`src/rtl/hdlc_pkg.sv`:
```
// Shared HDLC definitions for the Tx and Rx channels.
package hdlc_pkg;

    typedef enum logic [2:0] {
        IDLE,
        START_FLAG,
        DATA,
        FCS,
        END_FLAG,
        ABORT
    } tx_state_t;

    localparam logic [7:0]  HDLC_FLAG     = 8'h7E;
    localparam logic [7:0]  HDLC_ABORT    = 8'hFE;
    localparam logic [15:0] HDLC_FCS_POLY = 16'hA001;

    // One step of the reflected serial CRC-16.
    function automatic logic [15:0] fcs_step(input logic [15:0] crc, input logic din,
                                             input logic [15:0] poly);
        logic fb;
        fb = crc[0] ^ din;
        return (crc >> 1) ^ (fb ? poly : 16'h0000);
    endfunction

endpackage

```
`src/rtl/hdlc_fcs_gen.sv`:
```
// Serial reflected CRC-16 generator; clr has priority over en.
module hdlc_fcs_gen
    import hdlc_pkg::*;
#(
    parameter logic [15:0] POLY = HDLC_FCS_POLY
) (
    input  logic        clk,
    input  logic        rst_n,
    input  logic        clr,
    input  logic        en,
    input  logic        din,
    output logic [15:0] crc
);

    // CRC register: cleared while idle, advanced one bit per enabled cycle.
    always_ff @(posedge clk or negedge rst_n) begin
        if (!rst_n) begin
            crc <= 16'h0000;
        end else if (clr) begin
            crc <= 16'h0000;
        end else if (en) begin
            crc <= fcs_step(crc, din, POLY);
        end
    end

endmodule

```
`src/rtl/hdlc_tx_channel.sv`:
```
// HDLC transmit bit engine: flags, bit stuffing, FCS append and abort.
// state_q/bit_idx_q/stuff_q always describe the bit currently on Tx.
module hdlc_tx_channel
    import hdlc_pkg::*;
#(
    parameter int unsigned FRAME_MAX = 126,
    parameter logic [15:0] FCS_POLY  = HDLC_FCS_POLY
) (
    input  logic       Clk,
    input  logic       Rst,
    input  logic       Tx_ValidFrame,
    input  logic [7:0] Tx_FrameSize,
    input  logic [7:0] Tx_Data,
    input  logic       Tx_AbortFrame,
    output logic       Tx_RdBuff,
    output logic       Tx,
    output logic       TxEN,
    output logic       Tx_Done,
    output logic       Tx_AbortedTrans
);

    localparam logic [7:0] MaxSize = 8'(FRAME_MAX);

    tx_state_t   state_q, state_d;
    logic [2:0]  bit_idx_q, bit_idx_d;
    logic [2:0]  ones_q, ones_d;
    logic [7:0]  byte_idx_q, byte_idx_d;
    logic [7:0]  size_q, size_d;
    logic [7:0]  shift_q, shift_d;
    logic [7:0]  hold_q, next_byte, last_idx;
    logic        tx_q, tx_d;
    logic        stuff_q, stuff_d;
    logic        aborted_q, aborted_d;
    logic        rd_q, rd_buff;
    logic        stuffable, crc_en, need_stuff;
    logic [15:0] crc_q, crc_nxt;

    hdlc_fcs_gen #(
        .POLY (FCS_POLY)
    ) u_fcs (
        .clk   (Clk),
        .rst_n (Rst),
        .clr   (state_q == IDLE),
        .en    (crc_en),
        .din   (tx_q),
        .crc   (crc_q)
    );

    // Fetch request, CRC enable and stuffing decision for the bit now on Tx.
    always_comb begin
        last_idx   = size_q - 8'd1;
        next_byte  = rd_q ? Tx_Data : hold_q;
        stuffable  = (state_q == DATA) || (state_q == FCS);
        // FCS bits are shifted out by feeding the register its own LSB.
        crc_en     = stuffable && !stuff_q;
        crc_nxt    = crc_en ? fcs_step(crc_q, tx_q, FCS_POLY) : crc_q;
        need_stuff = stuffable && !stuff_q && tx_q && (ones_q == 3'd4);
        rd_buff    = 1'b0;
        if (!stuff_q && bit_idx_q == 3'd6) begin
            if (state_q == START_FLAG) begin
                rd_buff = 1'b1;
            end else if (state_q == DATA && byte_idx_q != last_idx) begin
                rd_buff = 1'b1;
            end
        end
    end

    // Next-state logic: choose the next bit to place on Tx.
    always_comb begin
        state_d    = state_q;
        bit_idx_d  = bit_idx_q;
        byte_idx_d = byte_idx_q;
        size_d     = size_q;
        shift_d    = shift_q;
        tx_d       = tx_q;
        stuff_d    = 1'b0;
        ones_d     = ones_q;
        aborted_d  = 1'b0;
        case (state_q)
            IDLE: begin
                tx_d   = 1'b1;
                ones_d = 3'd0;
                if (Tx_ValidFrame && Tx_FrameSize != 8'd0) begin
                    state_d    = START_FLAG;
                    size_d     = (Tx_FrameSize > MaxSize) ? MaxSize : Tx_FrameSize;
                    shift_d    = HDLC_FLAG;
                    tx_d       = HDLC_FLAG[0];
                    bit_idx_d  = 3'd0;
                    byte_idx_d = 8'd0;
                end
            end
            ABORT: begin
                if (bit_idx_q == 3'd7) begin
                    state_d   = IDLE;
                    tx_d      = 1'b1;
                    aborted_d = 1'b1;
                end else begin
                    bit_idx_d = bit_idx_q + 3'd1;
                    shift_d   = shift_q >> 1;
                    tx_d      = shift_q[1];
                end
            end
            default: begin
                if (Tx_AbortFrame && state_q != END_FLAG) begin
                    state_d   = ABORT;
                    shift_d   = HDLC_ABORT;
                    tx_d      = HDLC_ABORT[0];
                    bit_idx_d = 3'd0;
                    ones_d    = 3'd0;
                end else if (need_stuff) begin
                    tx_d    = 1'b0;
                    stuff_d = 1'b1;
                    ones_d  = 3'd0;
                end else begin
                    ones_d = (stuffable && !stuff_q && tx_q) ? ones_q + 3'd1 : 3'd0;
                    if (bit_idx_q != 3'd7) begin
                        bit_idx_d = bit_idx_q + 3'd1;
                        shift_d   = shift_q >> 1;
                        tx_d      = (state_q == FCS) ? crc_nxt[0] : shift_q[1];
                    end else begin
                        bit_idx_d = 3'd0;
                        case (state_q)
                            START_FLAG: begin
                                state_d    = DATA;
                                byte_idx_d = 8'd0;
                                shift_d    = next_byte;
                                tx_d       = next_byte[0];
                            end
                            DATA: begin
                                if (byte_idx_q == last_idx) begin
                                    state_d    = FCS;
                                    byte_idx_d = 8'd0;
                                    tx_d       = crc_nxt[0];
                                end else begin
                                    byte_idx_d = byte_idx_q + 8'd1;
                                    shift_d    = next_byte;
                                    tx_d       = next_byte[0];
                                end
                            end
                            FCS: begin
                                if (byte_idx_q == 8'd1) begin
                                    state_d = END_FLAG;
                                    shift_d = HDLC_FLAG;
                                    tx_d    = HDLC_FLAG[0];
                                end else begin
                                    byte_idx_d = 8'd1;
                                    tx_d       = crc_nxt[0];
                                end
                            end
                            END_FLAG: begin
                                state_d = IDLE;
                                tx_d    = 1'b1;
                            end
                            default: ;
                        endcase
                    end
                end
            end
        endcase
    end

    // State and datapath registers.
    always_ff @(posedge Clk or negedge Rst) begin
        if (!Rst) begin
            state_q    <= IDLE;
            bit_idx_q  <= 3'd0;
            ones_q     <= 3'd0;
            byte_idx_q <= 8'd0;
            size_q     <= 8'd0;
            shift_q    <= 8'd0;
            hold_q     <= 8'd0;
            tx_q       <= 1'b1;
            stuff_q    <= 1'b0;
            aborted_q  <= 1'b0;
            rd_q       <= 1'b0;
        end else begin
            state_q    <= state_d;
            bit_idx_q  <= bit_idx_d;
            ones_q     <= ones_d;
            byte_idx_q <= byte_idx_d;
            size_q     <= size_d;
            shift_q    <= shift_d;
            tx_q       <= tx_d;
            stuff_q    <= stuff_d;
            aborted_q  <= aborted_d;
            rd_q       <= rd_buff;
            if (rd_q) begin
                hold_q <= Tx_Data;
            end
        end
    end

    assign Tx_RdBuff       = rd_buff;
    assign Tx              = tx_q;
    assign TxEN            = (state_q != IDLE);
    assign Tx_Done         = (state_q == IDLE);
    assign Tx_AbortedTrans = aborted_q;

endmodule
```
`config.mk`:
```
export PLATFORM = sky130hd
export DESIGN_NAME = hdlc_tx_channel
export DESIGN_NICKNAME = d
export VERILOG_FILES = /design/src/rtl/hdlc_pkg.sv /design/src/rtl/hdlc_fcs_gen.sv /design/src/rtl/hdlc_tx_channel.sv
export SDC_FILE = /design/constraint.sdc
export NUM_CORES = 1
export LEC_CHECK = 0
export CORE_MARGIN = 2
export CORE_UTILIZATION = 58
export CTS_CLUSTER_SIZE = 30
export DETAILED_ROUTE_END_ITERATION = 8
export PLACE_DENSITY = 0.79
export REMOVE_ABC_BUFFERS = 1
export SLEW_MARGIN = 25
export SYNTH_ARGS = -nofsm -noshare
export SYNTH_HDL_FRONTEND = slang
export SYNTH_SLANG_ARGS = --single-unit
```
`constraint.sdc`:
```
create_clock -name Clk -period 3.8 [get_ports Clk]
set_input_delay 0.76 -clock Clk [delete_from_list [all_inputs] [get_ports Clk]]
set_output_delay 0.76 -clock Clk [all_outputs]
set_load 0.01 [all_outputs]
```
## After elaboration in Yosys (flattened, before gate mapping)

Cells that the tools add are included.

| cells by class | value |
|---|---|
| add/sub/neg operators | 4 |
| magnitude comparators | 1 |
| eq/ne operators | 26 |
| muxes and demuxes | 59 |
| bitwise gates (word level) | 3 |
| reductions and logical operators | 23 |

Operators by type and width:

| kind | number |
|---|---|
| 8-bit 2-to-1 mux | 15 |
| 16-bit 2-to-1 mux | 3 |
| 8-bit case mux with 3 select lines | 2 |
| 3-bit 2-to-1 mux | 15 |
| 8-bit case mux with 2 select lines | 2 |
| 3-bit case mux with 2 select lines | 3 |
| 1-bit 2-to-1 mux | 16 |
| 15-bit by 16-bit XOR with 16-bit output | 1 |
| 3-bit == test (second input constant) | 5 |
| 7-bit AND reduction | 2 |
| 7-bit nonzero test | 2 |
| 3-bit case mux with 4 select lines | 1 |
| 2-bit != test (second input constant) | 5 |
| 3-bit != test (second input constant) | 3 |
| 9-bit nonzero test | 1 |
| 8-bit by 1-bit adder with 8-bit output (second input constant) | 1 |
| 8-bit by 1-bit == test with 1-bit output (second input constant) | 1 |
| 8-bit == test | 1 |
| 8-bit by 7-bit > comparator with 1-bit output (second input constant) | 1 |
| 8-bit != test | 1 |
| 8-bit nonzero test | 1 |
| 8-bit by 1-bit subtractor with 8-bit output (second input constant) | 1 |
| 1-bit logical AND | 7 |
| 3-bit by 1-bit adder with 3-bit output (second input constant) | 2 |
| 23 further kinds | 24 |

| storage, ports and cells | value |
|---|---|
| register bits | 61 |
| input bits | 20 |
| output and inout port bits | 5 |
| logic and storage cells | 129 |

## Depth between registers and ports, before layout

Gate-level depths: netlist of run 1.

| logic depth | value |
|---|---|
| word-level depth | 10 |
| depth in mapped cells | 12 |
| gate-level depth less buffers | 9 |

## Cells and area by module

A second synthesis of run 1 with hierarchy kept.

| unflattened totals | value |
|---|---|
| cell total of the unflattened synthesis | 366 |
| area, all modules | 3498.4 µm² |

By module, submodules not included:

| module | times used | cells an instance | area each (µm²) | seq. area each (µm²) |
|---|---|---|---|---|
| hdlc_tx_channel | 1 | 307 | 2801.4 | 1102.3 |
| hdlc_fcs_gen | 1 | 59 | 696.9 | 400.4 |

## Worst setup path before layout of run 1

Ideal clock, no wire load.

| path | value |
|---|---|
| kind | register to output |
| from | register size_q[0] |
| to | output Tx_RdBuff |
| arrival | 2.349 ns |
| data required time | 3.040 ns |
| path slack | 0.691 ns |
| cell stages (with the launch flop) | 12 |
| path buffers | 2 |
| cells stage by stage | dfrtp_1 -> buf_2 -> inv_1 -> ha_1 -> buf_6 -> and3b_2 -> o21ai_0 -> a31o_1 -> nor3_4 -> nand2_2 -> nand3_1 -> a2111oi_0 |

| between the ends | value |
|---|---|
| cells in the longest elaborated chain, start to end | 6 |

RTL lines:

| what | RTL line | source |
|---|---|---|
| start, declared | hdlc_tx_channel.sv:28 | `logic [7:0] size_q, size_d;` |
| start signal, assigned | hdlc_tx_channel.sv:181 | `size_q <= size_d;` |
| 8-bit by 1-bit subtractor with 8-bit output | hdlc_tx_channel.sv:51 | `last_idx = size_q - 8'd1;` |
| 8-bit != test | hdlc_tx_channel.sv:62 | `end else if (state_q == DATA && byte_idx_q != last_idx) begin` |
| 1-bit logical AND | hdlc_tx_channel.sv:62 |  |
| 1-bit 2-to-1 mux | hdlc_tx_channel.sv:62 |  |
| 1-bit 2-to-1 mux | hdlc_tx_channel.sv:60 | `if (state_q == START_FLAG) begin` |
| 1-bit 2-to-1 mux | hdlc_tx_channel.sv:59 | `if (!stuff_q && bit_idx_q == 3'd6) begin` |
| end, declared | hdlc_tx_channel.sv:15 | `output logic Tx_RdBuff,` |

No other way between the ends.

## Worst setup path after layout of run 1

Same ends and word-level chain as after synthesis.

==> results.json, run 1 <==
{
  "outcome": "finished, final reports clean",
  "instances_no_fill": 441,
  "first_pass_iters": 5,
  "grt_max_degree": 32,
  "pre_cts_slack_ns": 0.07908,
  "cp-end-kind": "output port",
  "max_freq_mhz": 280.6,
  "vias": 2609,
  "synth_cell_types": 59,
  "drc": 0,
  "cp-startpoint": "size_q[0]$_DFFE_PN0P_",
  "whs_ns": 0.4514,
  "crit_end": "Tx_RdBuff",
  "fill_cells": 420,
  "rr_endpoint": "shift_q[5]$_DFFE_PN0P_",
  "cts_buffers": 9,
  "first_iter_violations": 171,
  "grt_overflow": 0,
  "die-area_sq_mm": 0.006392,
  "grt_first_pass_wirelength_um": 11780,
  "worstPathRequired_ns": 3.04,
  "final_antenna_net_count": 0,
  "ioPinCount": 25,
  "comb_power_share_pct": 38.5,
  "maxSlewHeadroom_pct": 43.28,
  "syn2layout_area_growth_pct": 15.22,
  "cellPowerDensity_mw_per_mm2": 673.3,
  "die_y_um": 79.95,
  "multiInputGateArea_sq_mm": 0.001720,
  "power.internal_mw": 1.621,
  "placed_cell_area_sq_mm": 0.003632,
  "critPathMaxStageDelay_ns": 0.46,
  "cts_max_path_buffers": 2,
  "netlist_instances": 339,
  "cts_tree": "built",
  "netlist_area_sq_mm": 0.003346,
  "crit_chain": "inv_1 > ha_1 > nor2b_1 > or3_1 > a31o_1 > nor3_4 > nand2_2 > nand3_1 > a2111oi_2 > dlygate4sd2_1",
  "fin_crit_ns": 3.564,
  "rows": 27,
  "finalCritPeriodShare_pct": 93.79,
  "clock_latency_ns": 0.34,
  "core-area_sq_mm": 0.005540,
  "synthArstFlopShare_pct": 100.0,
  "cts_num_sinks": 60,
  "worstSetupPathDepth": 10,
  "tightest_slew_ns": 0.8476,
  "nets": 392,
  "finClkSkew_ns": 0.007680,
  "setup-violations-final": 0,
  "wl_met1_um": 3310,
  "slew_viol_final": 0,
  "top_layer": "met4",
  "yosysWarnings": 0,
  "syn_avg_cell_area_sq_um": 9.869,
  "ir_worst_vdd_mv": 0.4445,
  "chipWidth_um": 79.95,
  "rsz0062_at_grt": "no",
  "yosys_most_used_dff": "dfrtp_1",
  "post-dp-hpwl_um": 4827,
  "synth.ff_latch_count": 60,
  "crit_arrival_ns": 2.80,
  "setup_tns_ns": 0,
  "wl_per_cell_um": 15.70,
  "seqPwrFrac_pct": 37.0,
  "p_sw_mw": 0.9744,
  "cp_top_family": "simple AND/OR/NAND/NOR gates",
  "seq_area_sq_mm": 0.001503,
  "insertedDiodeCount": 0,
  "synth_edf_count": 0,
  "stdcell_area_sq_mm": 0.003855,
  "io_buffers": 24,
  "layout-drive-gt1-share_pct": 14.09,
  "maxCapViolations": 0,
  "wirelength_um": 6922,
  "h-tree-depth": 3,
  "finalHoldViolCount": 0,
  "hold_buffers": 0,
  "leakage_nw": 1.725,
  "ys_seq_area_share_pct": 44.91,
  "reg2reg_depth": 9,
  "wl_met3_um": 341,
  "slowest_stage": "dfrtp_1",
  "cp-start-kind": "register",
  "netSwitchingFraction_pct": 37.54,
  "reg2reg_slack_ns": 0.82,
  "clock-root-buffer": "clkbuf_8",
  "fin_ws_ns": 0.2360,
  "globalplace.congestion": 0.8775,
  "p_clk_share_pct": 24.5,
  "setup.worst_path.class": "register to output port",
  "antenna_found_initial": 0,
  "grt_pass1_vias": 2488,
  "path_clk_slew_ns": 0.06,
  "floorplan.initialDensity_pct": 60.39,
  "critPathBufInv": 2,
  "hp-class": "primary input to async pin",
  "via_per_inst": 5.916,
  "cp_max_fo": 8,
  "r2r-start": "size_q[0]$_DFFE_PN0P_",
  "placedCellCount": 425,
  "met2WireLength_um": 3158,
  "grt_util_all_layers_pct": 24.05
}
-- how the worst min path moves through the flow --
stage                                    from                   endpoint  slack [ns]  depth (start not counted)
CTS                                       Rst     state_q[0]$_DFFE_PN0P_        0.47                          1
detailed placement  u_fcs.crc[11]$_DFFE_PN0P_  u_fcs.crc[11]$_DFFE_PN0P_        0.48                          1
finish                                    Rst  byte_idx_q[6]$_DFFE_PN0P_        0.45                          1
global placement    u_fcs.crc[15]$_DFFE_PN0P_  u_fcs.crc[14]$_DFFE_PN0P_        0.48                          1
global route                              Rst     shift_q[7]$_DFFE_PN0P_        0.50                          1
floorplan                                 Rst  Tx_AbortedTrans$_DFF_PN0_        0.46                          0
-- flip-flops by register name (all words and copies together) (netlist names), 3 cells and up --
register and count:
bit_idx_q 3, byte_idx_q 8, hold_q 8, ones_q 3, shift_q 7, size_q 8, state_q 3, u_fcs.crc 16
-- timing repair --
action                     CTS  global route
setup endpoints to repair    1             0
gates resized for setup      3             0
setup buffers                0             0
-- power groups by stage --
stage	sequential, mW	clock [mW]	combinational, mW
final	0.960	0.636	1.00
after global placement	0.960	0	0.954
after floorplan	0.924	0	0.736
after detailed placement	0.964	0	0.979
after global routing	0.981	0.669	1.12
after CTS	0.956	0.643	0.992
-- cells in the final DEF (no fill, tap or decap), drive strengths merged, types with 2 or more instances in the layout --
cell type      netlist  final
nand2b               3      3
ha                   8      8
clkinv               1      2
xnor2                7      7
or2                  3      3
a21oi               15     15
a31oi                2      2
a2111oi              2      2
clkbuf               8     12
nor3                11     11
a31o                 2      2
a211oi               2      2
nand3               10     10
a22o                22     22
a21o                 8      8
o21ai               22     22
o22ai                8      8
xor2                 6      6
nand2               31     31
clkdlybuf4s50        0     22
a21boi               3      3
nor4                 4      4
o21a                 3      3
nand4                4      4
o21bai               3      3
nor2                30     30
buf                  7      6
inv                 13     13
dfrtp               59     59
bufinv               0      2
mux2                17     17
nor2b                7      7
-- Yosys cell counts, types with 2 or more instances --
library cell | instances | area [sq um]
ha_1 | 8 | 100.1
buf_2 | 4 | 20.02
a21boi_0 | 3 | 22.52
or2_2 | 2 | 12.51
a211oi_1 | 2 | 15.01
o21ai_0 | 21 | 105.1
nor4_1 | 2 | 12.51
a21oi_1 | 15 | 75.07
nor3_1 | 9 | 45.04
nor2b_1 | 7 | 43.79
a22o_1 | 22 | 192.7
clkbuf_1 | 8 | 30.03
mux2_2 | 10 | 112.6
nand4_1 | 4 | 25.02
nor2_1 | 30 | 112.6
inv_1 | 13 | 48.80
o21a_1 | 3 | 22.52
o21bai_1 | 3 | 22.52
dfrtp_1 | 59 | 1476
a31oi_1 | 2 | 12.51
nand2b_1 | 3 | 18.77
o22ai_1 | 8 | 50.05
xnor2_1 | 7 | 61.31
a21o_1 | 8 | 60.06
xor2_1 | 6 | 52.55
nand2_1 | 29 | 108.9
a2111oi_0 | 2 | 17.52
nand3_1 | 10 | 50.05
buf_6 | 2 | 22.52
nand2_2 | 2 | 12.51
mux2_4 | 7 | 105.1
-- kinds of logic after synthesis --
| logic type | share of synthesized area, % |
|---|---|
| buf+inv | 3.852 |
| compound gates | 20.34 |
| flops | 44.91 |
| xor+xnor | 3.403 |
| simple gates | 17.39 |
| fa+ha+maj | 3.291 |
| mux | 6.806 |
-- metal layers --
| layer | global-route usage, % | up-vias |
|---|---|---|
| li1 | - | 1277 |
| met3 | 6.222 | 15 |
| met4 | 9.831 | 0 |
| met2 | 35.25 | 66 |
| met1 | 33.92 | 1251 |
| met5 | 0 | - |
-- per-stage QoR --
stage	power [mW]	util (%)
floorplan	1.659	-
global placement	1.913	65.56
detailed placement	1.942	65.56
CTS	2.592	69.58
global route	2.767	69.58
finish	2.595	69.58
-- final cells by class --
type                            count  share of cell area, %
Tap cell                           72                  2.337
Inverter                           14                  1.363
Multi-Input combinational cell    250                  44.63
Sequential cell                    60                  38.98
Clock buffer                       12                  3.765
Timing Repair Buffer               29                  7.043
Clock inverter                      4                  1.883
-- worst reg2reg max path, delay by kind of cell, from the launching register on --
kind	cells	cell delay, ns
AO/OA/AOI/OAI	2	0.79
adder cells (fa/ha/maj)	1	0.29
buffers and inverters	1	0.07
flip-flops	1	0.46
multiplexers	1	0.37
AND/OR/NAND/NOR	4	0.88
(Power assumes the default switching activity.)
==> run 2: changes to the inputs <==
ABC_AREA = 1   (was not set)
CORE_MARGIN = 5   (was 2)
CORE_UTILIZATION = 59   (was 58)
PLACE_DENSITY = 0.8   (was 0.79)
==> results.json, run 2 <==
{
  "cts_max_path_buffers": 2,
  "synthArstFlopShare_pct": 100.0,
  "drc": 0,
  "clock_latency_ns": 0.34,
  "tightest_slew_ns": 0.6177,
  "max_freq_mhz": 290.6,
  "cts_resized": 0,
  "cp-start-kind": "register",
  "crit_arrival_ns": 2.68,
  "hp-class": "primary input to async pin",
  "grt_util_all_layers_pct": 22.20,
  "wirelength_um": 7315,
  "post-dp-hpwl_um": 5377,
  "clock-root-buffer": "clkbuf_8",
  "finClkSkew_ns": 0.01035,
  "maxCapViolations": 0,
  "largest_reg_flops": 16,
  "cp-end-kind": "output port",
  "synth_cell_types": 44,
  "yosysWarnings": 0,
  "ys_seq_area_share_pct": 44.33,
  "die_y_um": 85.80,
  "rows": 27,
  "yosys_most_used_dff": "dfrtp_1",
  "vias": 2871,
  "cts_tree": "built",
  "largest_register": "u_fcs.crc",
  "worstPathRequired_ns": 3.04,
  "ioPinCount": 25,
  "synth_top_area_share_pct": 43.56,
  "cts_setup_buffers": 0,
  "layout_commonest_cell": "nand2_1",
  "io_buffers": 24,
  "nets": 471,
  "power.internal_mw": 1.550,
  "antenna_found_initial": 0,
  "syn2layout_area_growth_pct": 15.25,
  "cts_num_sinks": 60,
  "final_core_util_pct": 70.51,
  "hold_buffers": 0,
  "leakage_nw": 1.794,
  "setup_tns_ns": 0,
  "slew_viol_final": 0,
  "maxSlewHeadroom_pct": 58.72,
  "grt_pass1_vias": 2850,
  "first_pass_iters": 5,
  "via_per_inst": 5.521,
  "synth_top_cell_by_area": "dfrtp_1",
  "synthTopCellsByArea": "dfrtp_1 (44%), nand2_1 (10%), inv_1 (6.6%)",
  "h-tree-depth": 3,
  "ir_worst_vdd_mv": 0.3509,
  "final_cell_mix": "nand2_1 (92), inv_1 (60), dfrtp_1 (59), nor2_1 (30), o22ai_1 (27)",
  "synth-simple-area-share_pct": 22.81,
  "setup.worst_path.class": "register to output port",
  "grt_max_degree": 48,
  "comb_power_share_pct": 40.0,
  "path_clk_slew_ns": 0.06,
  "netSwitchingFraction_pct": 39.22,
  "synth_xor_area_share_pct": 2.326,
  "yosysMostFrequentCell": "nand2_1",
  "globalplace.congestion": 0.9561,
  "layout-drive-gt1-share_pct": 11.38,
  "p_clk_share_pct": 24.4,
  "die-area_sq_mm": 0.007361,
  "chipWidth_um": 85.80,
  "setup-violations-final": 0,
  "synthAdderAreaFrac_pct": 2.953,
  "synthMuxAreaShare_pct": 2.326,
  "core-area_sq_mm": 0.005540,
  "grt_overflow": 0,
  "synth.ff_latch_count": 60,
  "finalHoldViolCount": 0,
  "netlist_instances": 414,
  "fin_crit_ns": 3.442,
  "insertedDiodeCount": 0,
  "p_sw_mw": 0.9997,
  "grt_first_pass_wirelength_um": 13090,
  "syn_avg_cell_area_sq_um": 8.187,
  "synth_commonest_cells": "nand2_1 (92), inv_1 (60), dfrtp_1 (59), nor2_1 (30), o22ai_1 (27)",
  "cts_buffers": 9,
  "rsz0062_at_grt": "no",
  "synth_compound_area_share_pct": 15.87,
  "cp_max_fo": 6,
  "seqPwrFrac_pct": 35.6,
  "synth_edf_count": 0,
  "synth_top_family_by_area": "simple AND/OR/NAND/NOR gates",
  "outcome": "finished, final reports clean",
  "netlist_area_sq_mm": 0.003390,
  "cellPowerDensity_mw_per_mm2": 652.6,
  "wl_per_cell_um": 14.07,
  "first_iter_violations": 163,
  "finalCritPeriodShare_pct": 90.57,
  "floorplan.initialDensity_pct": 61.18,
  "final_antenna_net_count": 0,
  "power.total_mw": 2.549
}
==> run 2: kinds of logic after synthesis <==
kind of cell	count (synthesis)
multiplexers	7
AO/OA/AOI/OAI	82
AND/OR/NAND/NOR	168
flip-flops	60
XOR/XNOR	9
adder cells (fa/ha/maj)	8
buffers and inverters	80
==> run 2: path summary, 6_finish.rpt <==
| path | startpoint | end | slack [ns] | cells after the start |
|---|---|---|---|---|
| hold / removal | Rst | size_q[6]$_DFFE_PN0P_ | 0.43 | 1 |
| min in group Clk | hold_q[7]$_DFF_PN0_ | hold_q[7]$_DFF_PN0_ | 0.50 | 1 |
| setup / recovery | size_q[0]$_DFFE_PN0P_ | Tx_RdBuff | 0.36 | 13 |
| max in group asynchronous | Rst | hold_q[1]$_DFF_PN0_ | 2.75 | 2 |
| setup reg to reg | bit_idx_q[1]$_DFFE_PN0P_ | shift_q[5]$_DFFE_PN0P_ | 1.35 | 9 |
| hold reg to reg | hold_q[7]$_DFF_PN0_ | hold_q[7]$_DFF_PN0_ | 0.50 | 1 |
==> run 2: worst max-delay path, stage by stage, from the launching register on <==
cell	delay (ns)
dfrtp_1	0.37
inv_1	0.14
ha_1	0.21
inv_1	0.08
nor2_1	0.15
nand3_1	0.09
nand2_1	0.08
nand3_1	0.06
nand2_1	0.08
nor2_1	0.05
nand2_1	0.09
nand2_1	0.13
a21oi_1	0.24
clkdlybuf4s50_1	0.58
==> run 2: power groups by stage <==
stage          registers [mW]  clock network [mW]  logic, mW
3_3_place_gp            0.909                   0      0.979
4_1_cts                 0.905               0.641       1.02
6_report                0.908               0.623       1.02
3_5_place_dp            0.914                   0       1.01
2_1_floorplan           0.883                   0      0.758
5_1_grt                 0.928               0.672       1.16
==> run 2: layout make-up <==
type                    instances  area (sq um)
inverters                      72         272.8
multi-input cells             274          1569
fillers                       440          1634
flip-flops and latches         60          1503
clock buffers                  12         145.1
well taps                      72         90.09
repair buffers                 26         252.7
clock inverters                 4         73.82
==> run 2: through the flow <==
stage	instances	worst slack, ns	hold WS, ns	area, sq um
2_1_floorplan	406	1.462	0.4586	3344
3_3_place_gp	504	0.8212	0.4863	3685
3_5_place_dp	504	0.7484	0.4868	3685
4_1_cts	520	0.3514	0.5013	3904
5_1_grt	520	0.05337	0.4622	3906
6_report	520	0.3584	0.4287	3906
==> run 2: per-layer routing <==
metal | vias up | routed length [um] | track usage [%]
met5 | - | 0 | 0
met4 | 0 | 130 | 8.489
met3 | 14 | 259 | 5.379
met2 | 62 | 3616 | 35.24
met1 | 1374 | 3309 | 29.51
li1 | 1421 | - | -
